`config.mk`:
```
export PLATFORM = sky130hd
export DESIGN_NAME = vga_timing_gen
export DESIGN_NICKNAME = d
export VERILOG_FILES = /design/src/rtl/vga_timing_pkg.sv /design/src/rtl/vga_axis_counter.sv /design/src/rtl/vga_timing_gen.sv
export SDC_FILE = /design/constraint.sdc
export NUM_CORES = 1
export LEC_CHECK = 0
export CAP_MARGIN = 20
export CORE_ASPECT_RATIO = 1.4
export CORE_MARGIN = 2
export CORE_UTILIZATION = 25
export CTS_BUF_LIST = sky130_fd_sc_hd__clkbuf_4 sky130_fd_sc_hd__clkbuf_8 sky130_fd_sc_hd__clkbuf_16
export DETAILED_ROUTE_END_ITERATION = 6
export PLACE_DENSITY = 0.55
export SYNTH_ARGS = -nofsm -noshare
export SYNTH_HDL_FRONTEND = slang
export SYNTH_SLANG_ARGS = --single-unit
```
`constraint.sdc`:
```
create_clock -name vga_clk -period 4.53 [get_ports vga_clk]
set_clock_uncertainty 0.1 [all_clocks]
set_input_delay 0.906 -clock vga_clk [delete_from_list [all_inputs] [get_ports vga_clk]]
set_output_delay 0.906 -clock vga_clk [all_outputs]
set_load 0.01 [all_outputs]
```
`src/rtl/vga_timing_pkg.sv`:
```
// Default 640x480 @ 60 Hz raster constants and shared coordinate helpers.
package vga_timing_pkg;

  localparam int unsigned H_VISIBLE = 640;
  localparam int unsigned H_FP      = 16;
  localparam int unsigned H_SYNC    = 96;
  localparam int unsigned H_BP      = 48;

  localparam int unsigned V_VISIBLE = 480;
  localparam int unsigned V_FP      = 10;
  localparam int unsigned V_SYNC    = 2;
  localparam int unsigned V_BP      = 33;

  localparam int unsigned H_TOTAL = H_VISIBLE + H_FP + H_SYNC + H_BP;
  localparam int unsigned V_TOTAL = V_VISIBLE + V_FP + V_SYNC + V_BP;

  // Totals on either axis must fit in this width.
  localparam int unsigned CoordW = 10;

  typedef logic [CoordW-1:0] coord_t;

  // Half-open window test: lo <= v < hi.
  function automatic logic in_window(coord_t v, coord_t lo, coord_t hi);
    return (v >= lo) && (v < hi);
  endfunction

endpackage

```
`src/rtl/vga_axis_counter.sv`:
```
// One raster axis: wrapping position counter with registered active-low sync.
// 'active' describes the count about to be loaded, so the parent can register it in step.
module vga_axis_counter
  import vga_timing_pkg::*;
#(
  parameter int unsigned VISIBLE = 640,
  parameter int unsigned FP      = 16,
  parameter int unsigned SYNC    = 96,
  parameter int unsigned BP      = 48
) (
  input  logic              vga_clk,
  input  logic              reset,
  input  logic              advance,
  output logic [CoordW-1:0] count,
  output logic              active,
  output logic              sync_n,
  output logic              wrap
);

  localparam int unsigned Total = VISIBLE + FP + SYNC + BP;

  localparam coord_t Last      = coord_t'(Total - 1);
  localparam coord_t VisEnd    = coord_t'(VISIBLE);
  localparam coord_t SyncStart = coord_t'(VISIBLE + FP);
  localparam coord_t SyncEnd   = coord_t'(VISIBLE + FP + SYNC);

  coord_t count_q, count_d;
  logic   sync_n_q, sync_n_d;

  assign wrap = advance && (count_q == Last);

  always_comb begin
    count_d = count_q;
    if (advance) begin
      count_d = (count_q == Last) ? '0 : count_q + coord_t'(1);
    end
    sync_n_d = !in_window(count_d, SyncStart, SyncEnd);
  end

  // Reset parks the axis on its last position so the first free-running edge lands on 0.
  always_ff @(posedge vga_clk) begin
    if (reset) begin
      count_q  <= Last;
      sync_n_q <= 1'b1;
    end else begin
      count_q  <= count_d;
      sync_n_q <= sync_n_d;
    end
  end

  assign count  = count_q;
  assign sync_n = sync_n_q;
  assign active = count_d < VisEnd;

endmodule

```
`src/rtl/vga_timing_gen.sv`:
```
// VGA raster timing generator: registered DrawX/DrawY, blank, hs/vs and frame_start.
// Optional VGA_FRAME_COUNT_EN adds an 8-bit frame counter output.
module vga_timing_gen #(
  parameter int unsigned H_VISIBLE = vga_timing_pkg::H_VISIBLE,
  parameter int unsigned H_FP      = vga_timing_pkg::H_FP,
  parameter int unsigned H_SYNC    = vga_timing_pkg::H_SYNC,
  parameter int unsigned H_BP      = vga_timing_pkg::H_BP,
  parameter int unsigned V_VISIBLE = vga_timing_pkg::V_VISIBLE,
  parameter int unsigned V_FP      = vga_timing_pkg::V_FP,
  parameter int unsigned V_SYNC    = vga_timing_pkg::V_SYNC,
  parameter int unsigned V_BP      = vga_timing_pkg::V_BP
) (
  input  logic       vga_clk,
  input  logic       reset,
  output logic [9:0] DrawX,
  output logic [9:0] DrawY,
  output logic       blank,
  output logic       hs,
  output logic       vs,
  output logic       frame_start
`ifdef VGA_FRAME_COUNT_EN
  ,
  output logic [7:0] frame_count
`endif
);

  import vga_timing_pkg::*;

  logic h_active, h_wrap;
  logic v_active, v_wrap;

  vga_axis_counter #(
    .VISIBLE (H_VISIBLE),
    .FP      (H_FP),
    .SYNC    (H_SYNC),
    .BP      (H_BP)
  ) u_h_axis (
    .vga_clk (vga_clk),
    .reset   (reset),
    .advance (1'b1),
    .count   (DrawX),
    .active  (h_active),
    .sync_n  (hs),
    .wrap    (h_wrap)
  );

  vga_axis_counter #(
    .VISIBLE (V_VISIBLE),
    .FP      (V_FP),
    .SYNC    (V_SYNC),
    .BP      (V_BP)
  ) u_v_axis (
    .vga_clk (vga_clk),
    .reset   (reset),
    .advance (h_wrap),
    .count   (DrawY),
    .active  (v_active),
    .sync_n  (vs),
    .wrap    (v_wrap)
  );

  logic blank_q, blank_d;
  logic frame_start_q, frame_start_d;

  // v_wrap fires exactly on the edge that moves the raster to (0, 0).
  always_comb begin
    blank_d       = h_active && v_active;
    frame_start_d = v_wrap;
  end

  always_ff @(posedge vga_clk) begin
    if (reset) begin
      blank_q       <= 1'b0;
      frame_start_q <= 1'b0;
    end else begin
      blank_q       <= blank_d;
      frame_start_q <= frame_start_d;
    end
  end

  assign blank       = blank_q;
  assign frame_start = frame_start_q;

`ifdef VGA_FRAME_COUNT_EN
  logic [7:0] frame_count_q, frame_count_d;

  always_comb begin
    frame_count_d = frame_count_q;
    if (frame_start_d) begin
      frame_count_d = frame_count_q + 8'd1;
    end
  end

  always_ff @(posedge vga_clk) begin
    if (reset) begin
      frame_count_q <= 8'd0;
    end else begin
      frame_count_q <= frame_count_d;
    end
  end

  assign frame_count = frame_count_q;
`endif

endmodule
```
After elaboration in Yosys (flattened, before gate mapping)
Index checks and enable logic that the tools add are counted.
{"block": "totals", "regBits": 24, "inputBits": 2, "out_inout_bits": 24, "wordCells": 25}
{"block": "op_classes", "addsub": 2, "order_cmp": 6, "eq_ne": 2, "muxes": 3, "reduce_logical": 6}
{"operator": "$mux 10", "n": 3}
{"operator": "$add 10x1->10 const B", "n": 2}
{"operator": "$eq 10x10->1 const B", "n": 2}
{"operator": "$lt 10x10->1 const B", "n": 2}
{"operator": "$lt 10x9->1 const B", "n": 2}
{"operator": "$ge 10x10->1 const B", "n": 1}
{"operator": "$ge 10x9->1 const B", "n": 1}
{"operator": "$logic_and 1x1->1", "n": 4}
{"operator": "$logic_not 1->1", "n": 2}

Logic depth before layout (Yosys ltp)
Gate-level depths: netlist (run 1).
{"block": "logic_depth", "ltp_word": 6, "ltp_mapped": 9, "mapped_depth_nobuf": 7}

Modules after synthesis
A second synthesis (run 1) with hierarchy kept.
{"block": "hier_totals", "hier_cells": 166, "area_unflattened_um2": 1452.6}
{"module": "vga_axis_counter (u_h_axis)", "n_inst": 1, "cells_each": 82, "area_each_um2": 729.4, "seq_area_each_um2": 220.2}
{"module": "vga_axis_counter (u_v_axis)", "n_inst": 1, "cells_each": 79, "area_each_um2": 664.4, "seq_area_each_um2": 220.2}
{"module": "vga_timing_gen", "n_inst": 1, "cells_each": 5, "area_each_um2": 58.8, "seq_area_each_um2": 40.0}

Worst setup path before layout (run 1)
No wires, ideal clock.
{"block": "synth_timing", "path_type": "reg-to-reg", "from": "reg u_h_axis.count_q[0] (netlist: u_h_axis.count[0])", "to": "reg u_h_axis.sync_n_q (netlist: u_h_axis.sync_n)", "setup_time_ns": 0.120, "arrival_time_ns": 2.063, "t_required_ns": 4.310, "path_slack_ns": 2.248, "path_stages_with_launch": 9, "n_path_buf": 3, "period_less_slack_ns": 2.282, "cell_sequence": "dfxtp_1 -> ha_1 -> and4_4 -> buf_6 -> and3_1 -> buf_6 -> buf_6 -> or4_1 -> a211o_1"}
{"block": "synth_between", "elab_chain_len": 5, "elab_cells_between_ends": 7, "classes_between": "1 x add/sub; 2 x order compare; 1 x eq/ne; 1 x mux; 2 x reduce/logical"}
{"item": "from (decl)", "line_no": "vga_axis_counter.sv:27", "text": "coord_t count_q, count_d;"}
{"item": "from (signal assigned)", "line_no": "vga_axis_counter.sv:43", "text": "count_q <= Last;"}
{"item": "from (signal assigned)", "line_no": "vga_axis_counter.sv:46", "text": "count_q <= count_d;"}
{"item": "$add 10x1->10 or $eq 10x10->1 (tied branches)", "line_no": "vga_axis_counter.sv:35", "text": "count_d = (count_q == Last) ? '0 : count_q + coord_t'(1);"}
{"item": "$mux 10 *", "line_no": "vga_axis_counter.sv:35"}
{"item": "$ge 10x10->1 or $lt 10x10->1 (tied branches)", "line_no": "vga_timing_pkg.sv:24", "text": "return (v >= lo) && (v < hi);"}
{"item": "$logic_and 1x1->1 *", "line_no": "vga_timing_pkg.sv:24"}
{"item": "$logic_not 1->1 *", "line_no": "vga_axis_counter.sv:37", "text": "sync_n_d = !in_window(count_d, SyncStart, SyncEnd);"}
{"item": "to (signal assigned)", "line_no": "vga_axis_counter.sv:47", "text": "sync_n_q <= sync_n_d;"}
{"item": "to (decl)", "line_no": "vga_axis_counter.sv:28", "text": "logic sync_n_q, sync_n_d;"}
Mark *: on every way between the ends. The rest lies on a longest branch, timed or not.
A chain may end at the register's enable or synchronous reset.

Final worst setup path (run 1)
{"block": "layout_timing", "from": "reg u_h_axis.count_q[0] (netlist: u_h_axis.count[0])", "to": "reg u_v_axis.sync_n_q (netlist: u_v_axis.sync_n)"}
{"block": "layout_between", "elab_chain_len": 5, "elab_cells_between_ends": 6, "classes_between": "2 x order compare; 1 x eq/ne; 1 x mux; 2 x reduce/logical"}
{"item": "$eq 10x10->1 *", "line_no": "vga_axis_counter.sv:30", "text": "assign wrap = advance && (count_q == Last);"}
{"item": "$mux 10 *", "line_no": "vga_axis_counter.sv:34", "text": "if (advance) begin"}
{"item": "$ge 10x9->1 or $lt 10x9->1 (tied branches)", "line_no": "vga_timing_pkg.sv:24"}
{"item": "$logic_and 1x1->1 *", "line_no": "vga_timing_pkg.sv:24"}
{"item": "$logic_not 1->1 *", "line_no": "vga_axis_counter.sv:37"}
{"item": "to (signal assigned)", "line_no": "vga_axis_counter.sv:47"}
{"item": "to (decl)", "line_no": "vga_axis_counter.sv:28"}
Marked as above.

==> results of run 1 <==
==> stage by stage <==
| step | total power [W] | instance area (um^2) |
|---|---|---|
| 2_1_floorplan | 0.000716 | 1370 |
| 3_3_place_gp | 0.000878 | 1640 |
| 3_5_place_dp | 0.000879 | 1640 |
| 4_1_cts | 0.00107 | 1710 |
| 5_1_grt | 0.00115 | 1710 |
| 6_report | 0.00106 | 1710 |
==> sequential cells by signal, indices dropped and copies added, names as in the netlist <==
register,cells
u_h_axis.sync_n,1
blank,1
frame_start,1
u_v_axis.sync_n,1
u_h_axis.count,10
u_v_axis.count,10
==> area by class of cell <==
class / count / area [um^2]
multi-input cells: 129 / 802
clock buffers: 3 / 41.3
repair buffers: 26 / 258
fillers: 567 / 3530
well taps: 66 / 82.6
clock inverters: 1 / 30.0
inverters: 4 / 15.0
flip-flops and latches: 24 / 480
==> cell families (layout without fill, tap and decap cells) <==
group / after synthesis / count (layout) / share of synthesized area, %
buf+inv: 14 / 34 / 6.22
xor+xnor: 10 / 10 / 6.40
simple gates: 78 / 78 / 30.8
compound gates: 38 / 38 / 18.7
flops: 24 / 24 / 35.1
fa+ha+maj: 3 / 3 / 2.75
==> path summary, 6_finish.rpt <==
kind | slack (ns) | startpoint | cells past startpoint | end
max reg2reg | 1.91 | u_h_axis.count[0] | 6 | u_v_axis.sync_n
min reg2reg | 0.41 | u_h_axis.count[0] | 1 | u_h_axis.count[0]
max | 1.91 | u_h_axis.count[0] | 6 | u_v_axis.sync_n
min | 0.41 | u_h_axis.count[0] | 1 | u_h_axis.count[0]
==> power by group <==
group	switching, W	internal (W)	leakage [nW]
logic	0.000253	0.000252	0.361
clock network	0.0000714	0.000118	0.0357
registers	0.0000987	0.000266	0.196
==> placed cells by master, fill, tap and decap left out, drive strengths merged, types with 5 or more instances in the layout <==
cell type | synthesis | routed
clkdlybuf4s50 | 0 | 25
dfxtp | 24 | 24
nand2 | 20 | 20
nor2 | 14 | 14
o21ai | 11 | 11
nand3 | 9 | 9
nor3 | 8 | 8
a21oi | 7 | 7
xor2 | 5 | 5
xnor2 | 5 | 5
==> routing by layer <==
metal	GRT usage, %	wire length [um]	vias up	part of all wire (%)
met5	0	0	-	0
met4	5.61	91	0	2.8
met3	1.98	98	8	3.0
met2	20.3	1690	26	52
met1	12.8	1400	579	43
li1	-	-	642	-
==> flow_metrics.py, run 1 <==
metrics = {
    "logic_synthesis": {
        "synth_cells": 167,
        "synth_top_area_cell": "dfxtp_1",
        "synth_most_common_cell": "dfxtp_1",
        "synthFlopType": "dfxtp_1",
        "ys_seq_elements": 24,
        "synth_area_mm2": 0.00137,
        "synth_top_area_share_pct": 35.1,
        "synth_edf_count": 0,
        "yosysSeqAreaShare_pct": 35.1,
        "synth_nets": 172,
        "synthArstFlopShare_pct": 0,
        "synth.area.top_cells": "dfxtp_1, nand2_1, o21ai_0",
        "synth_cell_types": 45,
        "ys_top_cells_by_count": "dfxtp_1, nand2_1, nor2_1",
        "yosysWarnings": 0,
        "avgSynthCellArea_um2": 8.19,
    },
    "sta": {
        "fin_crit_ns": 2.62,
        "worstMarginPinSlew_ns": 0.563,
        "rsz0062_at_grt": "false",
        "finalMaxSlewViolations": 0,
        "slew_headroom_pct": 62.5,
        "fin_crit_sh_pct": 57.8,
        "finalSetupTns_ns": 0,
        "timing.hold.ws_ns": 0.412,
        "setup_ws_ns": 1.91,
        "final-hold-violation-count": 0,
        "clock.fmax_ghz": 0.382,
        "finalSetupViolCount": 0,
    },
    "pwr": {
        "power.density_mw_per_mm2": 620,
        "leakagePower_nw": 0.593,
        "ir_drop_mv": 0.174,
    },
    "setup_path": {
        "worst-path-buf-inv": 0,
        "cp.arrival_ns": 2.66,
        "cp_top_family": "simple AND/OR/NAND/NOR gates",
        "endpoint_kind": "flop",
        "crit_fanout": 15,
        "criticalPathCategory": "flop to flop",
        "crit_required_ns": 4.57,
        "worstPathCellList": "ha_1 -> and4_4 -> and3_1 -> nand4_2 -> o22a_1 -> or4_1",
        "cp-start-kind": "flop",
        "slowest_stage": "and3_1",
        "critPathMaxStageDelay_ns": 0.53,
    },
    "grt": {
        "grt_use_total_pct": 11.5,
        "grt_pass1_wl_mm": 5.41,
        "grt_pass1_vias": 1172,
        "grt-ovfl-total": 0,
        "antenna_found_initial": 0,
        "grt_start_max_net_pins": 16,
    },
    "place": {
        "dp_hpwl_mm": 2.51,
        "port_buffers": 25,
        "routabilityCongestion": 0.801,
        "dpl_worst_slack_ns": 1.88,
        "dp_cells": 249,
    },
    "clock_network": {
        "cts_buffers": 3,
        "path_clk_slew_ns": 0.09,
        "clockRootBuffer": "clkbuf_8",
        "cts.sinks": 24,
        "holdBufCountCts": 0,
        "cts_buffer_depth": 2,
        "cts_resized": 0,
        "cts_tree": "built",
        "insertion_delay_ns": 0.27,
        "cts_setup_buffers": 0,
        "cts_max_level": 1,
    },
    "cells_and_area": {
        "layout.cells.non_filler": 253,
        "drive_gt1_share_pct": 5.88,
        "final_util_pct": 32.6,
        "area_growth_pct": 25.0,
        "nets": 193,
        "antennaDiodeCount": 0,
    },
    "floorplan": {
        "die_w_um": 66.5,
        "start_util_pct": 26.1,
        "die_h_um": 91.5,
        "die_area_mm2": 0.00609,
        "fp.coreArea_mm2": 0.00524,
        "pin_count": 26,
        "std_cell_rows": 31,
    },
    "routing": {
        "wl_per_cell_um": 13.0,
        "drt-pass1-iter-count": 4,
        "drtAntennaViolNets": 0,
        "wl_mm": 3.29,
        "vias": 1255,
        "drc": 0,
        "drtIter0Drc": 100,
        "viasPerCell": 4.96,
    },
    "outcome": {
        "status": "completed",
    },
    "hold_path": {
        "hp-class": "flop to flop",
    },
    "run": {
        "drv_cap": 0,
    },
}
Power figures use the tool's default switching activity.
==> run 2, diff against run 1 <==
--- a/config.mk
+++ b/config.mk
@@ -11,7 +11,7 @@
 export CORE_UTILIZATION = 25
 export CTS_BUF_LIST = sky130_fd_sc_hd__clkbuf_4 sky130_fd_sc_hd__clkbuf_8 sky130_fd_sc_hd__clkbuf_16
 export DETAILED_ROUTE_END_ITERATION = 6
-export PLACE_DENSITY = 0.55
+export PLACE_DENSITY = 0.57
 export SYNTH_ARGS = -nofsm -noshare
 export SYNTH_HDL_FRONTEND = slang
 export SYNTH_SLANG_ARGS = --single-unit
==> constraint.sdc (replaced) <==
create_clock -name vga_clk -period 2.2 [get_ports vga_clk]
set_clock_uncertainty 0.1 [all_clocks]
set_input_delay 0.44 -clock vga_clk [delete_from_list [all_inputs] [get_ports vga_clk]]
set_output_delay 0.44 -clock vga_clk [all_outputs]
set_load 0.01 [all_outputs]
==> run 2 against run 1 <==
Count of clock-buffer cells in the layout up 1. Via count rose by 8.2%. Register-to-register slack got worse by 1.8 ns. Maximum frequency increased by 26%. Global-route usage grew 1.2 points. Setup slack worse by 1.8 ns. Critical endpoint unchanged. Design area grew 13%. Power increased by 130%. Cell count grew 12%. Clock power is 61% higher.
==> flow_metrics.py, run 2 (synthesized netlist as in run 1, its figures left out) <==
metrics = {
    "sta": {
        "slew_headroom_pct": 78.9,
        "finalSetupViolCount": 0,
        "finalMaxSlewViolations": 0,
        "fin_crit_ns": 2.08,
        "worstMarginPinSlew_ns": 0.315,
        "fin_crit_sh_pct": 94.7,
        "rsz0062_at_grt": "false",
        "final-hold-violation-count": 0,
        "clock.fmax_ghz": 0.480,
    },
    "clock_network": {
        "cts_buffer_depth": 2,
        "cts_tree": "built",
        "cts_setup_buffers": 0,
        "cts_max_level": 1,
        "path_clk_slew_ns": 0.09,
        "clockRootBuffer": "clkbuf_8",
        "insertion_delay_ns": 0.27,
        "cts_buffers": 3,
        "cts.sinks": 24,
    },
    "cells_and_area": {
        "drive_gt1_share_pct": 22.6,
        "nets": 223,
        "final_util_pct": 37.0,
        "area_growth_pct": 41.6,
        "final_cell_mix": "buf_4, clkdlybuf4s50_1, nand2_1, dfxtp_1, nor2_1",
        "layout.cells.non_filler": 283,
        "final_cell_area_mm2": 0.00194,
        "final_common_cell": "buf_4",
        "antennaDiodeCount": 0,
    },
    "floorplan": {
        "fp.coreArea_mm2": 0.00524,
        "die_w_um": 66.5,
        "pin_count": 26,
        "std_cell_rows": 31,
        "die_h_um": 91.5,
        "start_util_pct": 26.1,
        "die_area_mm2": 0.00609,
    },
    "pwr": {
        "ir_drop_mv": 0.424,
        "leakagePower_nw": 0.731,
        "power.density_mw_per_mm2": 1240,
    },
    "grt": {
        "grt_start_max_net_pins": 14,
        "antenna_found_initial": 0,
        "grt-ovfl-total": 0,
        "grt_pass1_wl_mm": 5.82,
        "grt_use_total_pct": 12.7,
        "grt_pass1_vias": 1246,
    },
    "place": {
        "routabilityCongestion": 0.863,
        "dp_hpwl_mm": 2.84,
        "dp_cells": 279,
        "port_buffers": 25,
        "dpl-instance-area_mm2": 0.00187,
    },
    "setup_path": {
        "slowest_stage": "or4_1",
        "crit_required_ns": 2.25,
        "worst-path-buf-inv": 0,
        "cp.arrival_ns": 2.14,
        "endpoint_kind": "flop",
        "criticalPathCategory": "flop to flop",
        "critPathMaxStageDelay_ns": 0.51,
        "cp_top_family": "simple AND/OR/NAND/NOR gates",
        "worstPathCellList": "ha_2 -> and4_4 -> and3_1 -> and4b_1 -> a21oi_1 -> o22a_1 -> or4_1",
        "cp-start-kind": "flop",
        "crit_fanout": 7,
    },
    "hold_path": {
        "hp-class": "flop to flop",
    },
    "routing": {
        "wl_mm": 3.64,
        "vias": 1358,
        "drt-pass1-iter-count": 4,
        "wl_per_cell_um": 12.9,
        "drtIter0Drc": 59,
        "drtAntennaViolNets": 0,
        "viasPerCell": 4.80,
        "drc": 0,
    },
    "outcome": {
        "status": "completed",
    },
    "run": {
        "drv_cap": 0,
    },
}
run 2: cell count changes in the layout (fill, tap and decap cells not counted):
cell | before | now
nand3_2 | 0 | 1
and3_4 | 0 | 1
and4_1 | 1 | 0
and4_2 | 0 | 1
clkbuf_8 | 3 | 4
ha_2 | 0 | 1
dfxtp_2 | 0 | 4
bufinv_16 | 1 | 0
and3_1 | 4 | 3
ha_1 | 3 | 2
dfxtp_1 | 24 | 20
nand3_1 | 9 | 8
buf_4 | 1 | 31
run 2: path summary, 6_finish.rpt:
path	startpoint	endpoint	slack [ns]	depth (start not counted)
worst max-delay path	u_h_axis.count[1]	u_v_axis.sync_n	0.12	7
worst min-delay path	u_v_axis.count[1]	u_v_axis.count[1]	0.42	2
worst max register to register	u_h_axis.count[1]	u_v_axis.sync_n	0.12	7
worst min register to register	u_v_axis.count[1]	u_v_axis.count[1]	0.42	2
run 2: per-layer routing:
metal	vias to the layer above	global-route usage (%)	wire length, um
met4	0	6.12	86
met5	-	0	0
met3	7	2.23	114
met2	24	21.9	1920
li1	703	-	-
met1	624	14.5	1530
run 2: tightest hold or removal path, stage by stage, from the launching register on:
cell and delay [ns]:
dfxtp_2 0.35, nand2_1 0.07, a21oi_1 0.06
run 2: timing repair:
item                                    4_1_cts  5_1_grt
hold buffers                                  0        0
resized for setup                             0        6
endpoints found under the setup margin        0        1
run 2: power breakdown:
part	switching [W]	internal [W]	total, W
Sequential	0.0000863	0.000553	0.000639
Combinational	0.000694	0.000763	0.00146
Clock	0.000145	0.000160	0.000305
run 2: final cells by class:
| cell class | count | area, um^2 |
|---|---|---|
| Clock buffer | 4 | 55.1 |
| Sequential cell | 24 | 485 |
| Tap cell | 66 | 82.6 |
| Fill cell | 560 | 3300 |
| Multi-Input combinational cell | 129 | 816 |
| Inverter | 4 | 15.0 |
| Timing Repair Buffer | 56 | 483 |
run 2: metrics by stage:
stage | total power, W | setup slack [ns] | setup TNS [ns] | hold slack [ns]
after global placement | 0.00210 | 0.103 | 0 | 0.429
final | 0.00240 | 0.116 | 0 | 0.421
after CTS | 0.00240 | 0.0501 | 0 | 0.457
after detailed placement | 0.00209 | 0.0749 | 0 | 0.444
after floorplan | 0.00148 | -0.00403 | -0.00403 | 0.375
after global routing | 0.00259 | 0.0121 | 0 | 0.443
==> run 3, diff against run 2 <==
--- a/config.mk
+++ b/config.mk
@@ -6,10 +6,9 @@
 export NUM_CORES = 1
 export LEC_CHECK = 0
 export CAP_MARGIN = 20
-export CORE_ASPECT_RATIO = 1.4
-export CORE_MARGIN = 2
+export CORE_ASPECT_RATIO = 0.5
+export CORE_MARGIN = 1.5
 export CORE_UTILIZATION = 25
-export CTS_BUF_LIST = sky130_fd_sc_hd__clkbuf_4 sky130_fd_sc_hd__clkbuf_8 sky130_fd_sc_hd__clkbuf_16
 export DETAILED_ROUTE_END_ITERATION = 6
 export PLACE_DENSITY = 0.57
 export SYNTH_ARGS = -nofsm -noshare
==> run 3 against run 2 <==
Combinational power is 9.6% lower. Sequential power up 2%. Power down 7.1%. Global-route usage shrank 0.50 points. Utilization shrank 0.14 points. Setup slack worse by 0.054 ns. Count of clock-buffer cells in the layout fell by 1. Die area fell by 2.2%. Design area shrank 3.2%. Largest cell class unchanged.
==> flow_metrics.py, run 3 (synthesized netlist as in run 1, its figures left out) <==
metrics = {
    "clock_network": {
        "cts_max_level": 1,
        "cts_setup_buffers": 0,
        "insertion_delay_ns": 0.26,
        "cts.sinks": 24,
        "cts_tree": "built",
        "cts_buffers": 3,
        "path_clk_slew_ns": 0.08,
        "cts_buffer_depth": 2,
        "cts_resized": 0,
        "holdBufCountCts": 0,
        "clockRootBuffer": "clkbuf_8",
    },
    "grt": {
        "grt_pass1_wl_mm": 5.90,
        "grt_pass1_vias": 1271,
        "top_usage_layer": "met2",
        "grt-ovfl-total": 0,
        "use_met3_pct": 3.07,
        "antenna_found_initial": 0,
        "grt_use_total_pct": 12.2,
        "use_met1_pct": 16.1,
        "grt_start_max_net_pins": 13,
        "grt_use_met2_pct": 19.6,
    },
    "sta": {
        "finalSetupViolCount": 0,
        "slew_headroom_pct": 76.3,
        "finalMaxSlewViolations": 0,
        "finalSetupTns_ns": 0,
        "fin_crit_sh_pct": 97.2,
        "timing.hold.ws_ns": 0.413,
        "final-hold-violation-count": 0,
        "fin_crit_ns": 2.14,
        "worstMarginPinSlew_ns": 0.352,
        "clock.fmax_ghz": 0.468,
        "rsz0062_at_grt": "false",
    },
    "setup_path": {
        "slowest_stage": "or4_4",
        "regToRegStartpoint": "u_h_axis.count[1]",
        "crit_end": "u_v_axis.sync_n",
        "crit_required_ns": 2.24,
        "r2r_cells": 7,
        "r2r-end": "u_v_axis.sync_n",
        "reg2reg_setup_slack_ns": 0.06,
        "cp.arrival_ns": 2.18,
        "crit_fanout": 7,
        "criticalPathCategory": "flop to flop",
        "crit_start": "u_h_axis.count[1]",
        "worstPathCellList": "ha_2 -> and4_4 -> and3_1 -> and4b_1 -> a21oi_1 -> o22a_1 -> or4_4",
        "endpoint_kind": "flop",
        "cp-start-kind": "flop",
        "critPathMaxStageDelay_ns": 0.53,
    },
    "routing": {
        "vias": 1370,
        "drtIter0Drc": 63,
        "viasPerCell": 4.91,
        "wl_mm": 3.43,
        "wl_per_cell_um": 12.3,
        "drtAntennaViolNets": 0,
        "drt-pass1-iter-count": 4,
        "drc": 0,
    },
    "pwr": {
        "ir_drop_mv": 0.339,
        "power.density_mw_per_mm2": 1190,
        "power_w": 0.00223,
        "leakagePower_nw": 0.691,
    },
    "cells_and_area": {
        "area_growth_pct": 37.1,
        "nets": 216,
        "final_util_pct": 36.8,
        "antennaDiodeCount": 0,
        "final_cell_mix": "clkdlybuf4s50_1, buf_4, nand2_1, dfxtp_1, nor2_1",
        "fill_cells": 537,
        "final_common_cell": "clkdlybuf4s50_1",
        "drive_gt1_share_pct": 19.1,
    },
    "floorplan": {
        "die_area_mm2": 0.00595,
        "die_w_um": 108,
        "std_cell_rows": 18,
        "pin_count": 26,
        "start_util_pct": 26.9,
        "fp.coreArea_mm2": 0.00509,
        "die_h_um": 55.3,
    },
    "outcome": {
        "status": "completed",
    },
    "hold_path": {
        "hp-class": "flop to flop",
    },
    "place": {
        "port_buffers": 25,
        "routabilityCongestion": 0.876,
        "dp_hpwl_mm": 2.62,
    },
    "run": {
        "drv_cap": 0,
    },
}
run 3: area by class of cell:
class	count	area [um^2]	area share, %
Tap cell	70	87.6	4.67
Clock buffer	3	41.3	2.20
Sequential cell	24	488	26.0
Inverter	4	15.0	0.801
Multi-Input combinational cell	129	813	43.4
Timing Repair Buffer	49	430	22.9
run 3: how the worst min path moves through the flow:
stage / startpoint / depth (start not counted) / slack, ns / end
2_1_floorplan: u_h_axis.count[0] / 1 / 0.37 / u_h_axis.count[0]
3_3_place_gp: u_v_axis.count[1] / 2 / 0.43 / u_v_axis.count[1]
3_5_place_dp: u_v_axis.count[1] / 2 / 0.43 / u_v_axis.count[1]
4_1_cts: u_v_axis.count[1] / 2 / 0.45 / u_v_axis.count[1]
5_1_grt: u_v_axis.count[1] / 2 / 0.45 / u_v_axis.count[1]
6_report: u_v_axis.count[1] / 2 / 0.41 / u_v_axis.count[1]
run 3: per-stage QoR:
step	std cells	setup slack, ns	instance area (um^2)
floorplan	167	-0.00403	1370
global placement	276	0.0890	1820
detailed placement	276	0.0342	1820
CTS	279	0.0256	1860
global route	279	0.000353	1880
finish	279	0.0620	1880
run 3: critical path, delay by kind of cell, from the launching register on:
kind	cells	cell delay, ns
adder cells (fa/ha/maj)	1	0.18
AO/OA/AOI/OAI	2	0.25
flip-flops	1	0.34
AND/OR/NAND/NOR	4	1.15
run 3: where the power goes:
group	internal, W	switching [W]	total [W]
Combinational	0.000671	0.000650	0.00132
Clock	0.000122	0.000132	0.000254
Sequential	0.000556	0.0000984	0.000654
Total	0.00135	0.000880	0.00223
run 3: layer usage:
layer | share of wire (%) | vias to the layer above
li1 | - | 688
met1 | 49 | 651
met2 | 45 | 29
met3 | 4.7 | 2
met4 | 0.93 | 0
met5 | 0 | -
